--- config.mk ---
export PLATFORM = sky130hd
export DESIGN_NAME = shift_seq_ctrl
export DESIGN_NICKNAME = d
export VERILOG_FILES = /design/src/rtl/shift_seq_ctrl.sv
export SDC_FILE = /design/constraint.sdc
export NUM_CORES = 1
export LEC_CHECK = 0
export ABC_AREA = 1
export BUFFER_PORTS_ARGS = -buffer_cell sky130_fd_sc_hd__buf_2
export CAP_MARGIN = 10
export CORE_MARGIN = 4
export CORE_UTILIZATION = 40
export DETAILED_ROUTE_END_ITERATION = 10
export GPL_ROUTABILITY_DRIVEN = 0
export PLACE_DENSITY = 0.74
export RECOVER_POWER = 50
export SYNTH_ARGS = -nofsm -noshare
export SYNTH_HDL_FRONTEND = slang
export SYNTH_SLANG_ARGS = --single-unit
--- constraint.sdc ---
create_clock -name clk -period 3.4 [get_ports clk]
set_clock_uncertainty 0.1 [all_clocks]
set_input_delay 0.85 -clock clk [delete_from_list [all_inputs] [get_ports clk]]
set_output_delay 0.85 -clock clk [all_outputs]
set_load 0.05 [all_outputs]
--- src/rtl/shift_seq_ctrl.sv ---
// rtl/shift_seq_ctrl.sv - iterative LSL/LSR/ASR sequencer reusing a shift-by-2/shift-by-1 stage
module shift_seq_ctrl #(
  parameter int WIDTH   = 64,
  parameter int SHAMT_W = 6
) (
  input  logic               clk,
  input  logic               reset,
  input  logic               start,
  input  logic [1:0]         op,
  input  logic [SHAMT_W-1:0] shamt,
  input  logic [WIDTH-1:0]   data_in,
  output logic               busy,
  output logic               done,
  output logic [WIDTH-1:0]   result
);

  localparam logic [1:0] OP_LSR = 2'b01;
  localparam logic [1:0] OP_ASR = 2'b10;

  typedef enum logic [1:0] {
    ST_IDLE  = 2'b00,
    ST_SHIFT = 2'b01,
    ST_DONE  = 2'b10
  } state_t;

  state_t             state;
  state_t             state_next;
  logic [WIDTH-1:0]   acc;
  logic [SHAMT_W-1:0] rem;
  logic [1:0]         op_q;

  logic               step_two;
  logic               fill;
  logic [WIDTH-1:0]   shifted;
  logic [SHAMT_W-1:0] rem_next;

  // Outputs come from registers only: busy/done decode the state, result is acc.
  assign busy   = (state != ST_IDLE);
  assign done   = (state == ST_DONE);
  assign result = acc;

  // One shift step: move by 2 while at least 2 remain, else by 1; reserved op falls to LSL.
  always_comb begin
    step_two = (rem >= SHAMT_W'(2));
    fill     = (op_q == OP_ASR) & acc[WIDTH-1];
    shifted  = acc;
    if (op_q == OP_LSR || op_q == OP_ASR) begin
      if (step_two) shifted = {fill, fill, acc[WIDTH-1:2]};
      else          shifted = {fill, acc[WIDTH-1:1]};
    end else begin
      if (step_two) shifted = {acc[WIDTH-3:0], 2'b00};
      else          shifted = {acc[WIDTH-2:0], 1'b0};
    end
    rem_next = rem - (step_two ? SHAMT_W'(2) : SHAMT_W'(1));
  end

  // Next-state decode; a zero shift amount goes straight to DONE.
  always_comb begin
    state_next = state;
    case (state)
      ST_IDLE:  if (start) state_next = (shamt != '0) ? ST_SHIFT : ST_DONE;
      ST_SHIFT: if (rem_next == '0) state_next = ST_DONE;
      ST_DONE:  state_next = ST_IDLE;
      default:  state_next = ST_IDLE;
    endcase
  end

  // State register; reset aborts any shift in flight.
  always_ff @(posedge clk or negedge reset) begin
    if (!reset) state <= ST_IDLE;
    else        state <= state_next;
  end

  // Datapath: capture operands on an accepted start, then step acc/rem each SHIFT cycle.
  always_ff @(posedge clk or negedge reset) begin
    if (!reset) begin
      acc  <= '0;
      rem  <= '0;
      op_q <= 2'b00;
    end else begin
      case (state)
        ST_IDLE: begin
          if (start) begin
            acc  <= data_in;
            rem  <= shamt;
            op_q <= op;
          end
        end
        ST_SHIFT: begin
          acc <= shifted;
          rem <= rem_next;
        end
        default: begin
        end
      endcase
    end
  end

endmodule

==> flow_summary.ini <==
[status]
status = finished, violations left
violations = capacitance limit, slew limit

[floorplanning]
rows = 43
io_pins = 141
die_w_um = 127
die_h_um = 127
initial_core_util_pct = 40.7
core-area_um2 = 13800
die_area_um2 = 16000

[timing]
rsz0062_at_grt = false
drv_slew = 75
fmax_ghz = 0.422
period_minus_slack_ns = 2.37
min_period_over_period_pct = 69.8
setup_tns_ns = 0
hold_viol_final = 0
setup-violations-final = 0
tightest_slew_ns = 2.02
relSlewSlack_pct = -34.6

[setup_path]
worstSetupPathType = primary input to async pin
r2r_cells = 7
max_stage_delay_ns = 1.41
start_kind = primary input
slowest_stage = clkbuf_2
critical-path-top-delay-family = buffers and inverters
r2r-start = state[0]
worstSetupPathDepth = 1
crit_required_ns = 3.35
cp_num_buf_inv = 1
r2r-end = result[48]
rrSetupSlack_ns = 1.11
crit_fanout = 74
crit_path_cell_trace = clkbuf_2
end_kind = async pin
arrival_ns = 2.32

[job]
maxCapViolations = 1

[cells_and_area]
layout-area-overhead-vs-synth_pct = 18.9
antennaDiodeCount = 0
finish.utilization_pct = 48.4
drive_above_1_share_pct = 15.3
fin_nets = 1102
num-fill-cells = 1458

[clock_tree]
postCtsHoldBufs = 0
cts_tree = done
clock-sinks = 74
cts_max_path_buffers = 2
cts_setup_buffers = 0
cts_buffers = 9
cts_resized = 0
clkLatencyLatePin_ns = 0.35
ctsRootBufferMaster = clkbuf_16
htree_levels = 3
path_clk_slew_ns = 0.06

[global_route]
globalRouteOverflowTotal = 0
grt_usage_pct = 21.4
antenna_found_initial = 0
grt_pass1_vias = 5845
grt_max_degree = 75
grt_pass1_wl_mm = 28.7

[yosys]
syn-num-nets = 999
netlist.area_leader.share_pct = 32.9
synthTopCellsByArea = dfrtp_1 33%, nand2_1 27%, nand4_1 7.1%, nand3_1 6.4%, o21ai_0 6.0%
yosys.area.top_type = dfrtp_1
postSynthAreaPerCell_um2 = 6.12
synth-seq-area-share_pct = 32.9
syn_area_um2 = 5630
yosysWarnings = 0
ys_types = 26
ys_seq_elements = 74
synthCells = 920

[hold_path]
min_path_cells = 1
min_to = op_q[1]
hp-start = op_q[1]
hold_path_class = flop to flop

[detailed_routing]
drt_iter0_drc = 525
num_vias = 6387
wirelength_mm = 17.5
dr.pass1.iters = 5
remaining_drc_errors = 0
ant_nets = 0
wl_per_cell_um = 14.5
vias_per_cell = 5.29

[placed_design]
io_buffer_count = 140
dp_hpwl_mm = 11.3
==> worst max path at each step <==
stage / from / endpoint / slack, ns
2_1_floorplan: rem[5] / state[0] / 1.28
3_3_place_gp: start / result[63] / 1.08
3_5_place_dp: start / result[63] / 0.99
4_1_cts: state[0] / result[48] / 1.12
5_1_grt: reset / result[50] / 0.61
6_report: reset / result[42] / 1.03
==> metal layers <==
metal | track usage (%) | up-vias | share of wire [%]
met3 | 3.83 | 22 | 8.2
li1 | - | 3170 | -
met2 | 33.7 | 285 | 45
met1 | 30.0 | 2910 | 45
met5 | 0 | - | 0
met4 | 6.94 | 0 | 1.6
==> cells by family (layout without fill, tap and decap cells) <==
logic type      after synthesis  in the layout  share of synthesized area (%)
compound gates               81             81                           7.37
fa+ha+maj                     4              4                          0.888
mux                           1              1                          0.200
buf+inv                     141            249                           10.1
flops                        74             74                           32.9
simple gates                619            619                           48.6
==> layout by cell type (no fill, tap or decap), types with 4 or more instances in the layout <==
cell type / synthesis / layout
nand4_1: 64 / 64
or2_2: 10 / 10
nand2_1: 403 / 402
buf_4: 2 / 11
or2_1: 50 / 50
clkbuf_16: 0 / 9
a21oi_1: 5 / 5
nand3_1: 72 / 71
nor2_1: 16 / 15
clkinv_2: 0 / 4
ha_1: 4 / 4
buf_2: 25 / 108
clkbuf_1: 31 / 31
dfrtp_1: 74 / 74
o21ai_0: 68 / 68
inv_1: 78 / 78
==> state kept, by name, indices dropped and copies added (netlist names) <==
signal	cells
op_q	2
result	64
state	2
rem	6
==> area by class of cell <==
type	count	area, um2	share of cell area (%)
repair buffers	152	764	11.4
clock buffers	10	239	3.57
well taps	180	225	3.36
clock inverters	6	80.1	1.20
multi-input cells	705	3230	48.3
inverters	81	304	4.54
flip-flops and latches	74	1850	27.6
==> Yosys cell counts (all sizes together) <==
cell    count
a31oi       1
inv        81
dfrtp      74
a22oi       1
nand4      64
buf        29
o211ai      1
nor2       18
a21oi       5
clkbuf     31
nand2     404
ha          4
nor3        1
o21ai      70
o22ai       3
nand3      72
or2        60
mux2        1
==> per-stage QoR <==
step / cell area [um2] / hold slack (ns) / cells / worst slack (ns)
floorplan: 5630 / 0.385 / 920 / 1.28
global placement: 6420 / 0.414 / 1192 / 1.08
detailed placement: 6420 / 0.415 / 1192 / 0.995
CTS: 6740 / 0.429 / 1208 / 1.12
global route: 6700 / 0.441 / 1208 / 0.607
finish: 6700 / 0.428 / 1208 / 1.03
Power is not shown: default switching activity piles up to over one toggle a cycle in this logic, so the estimate is an artifact.
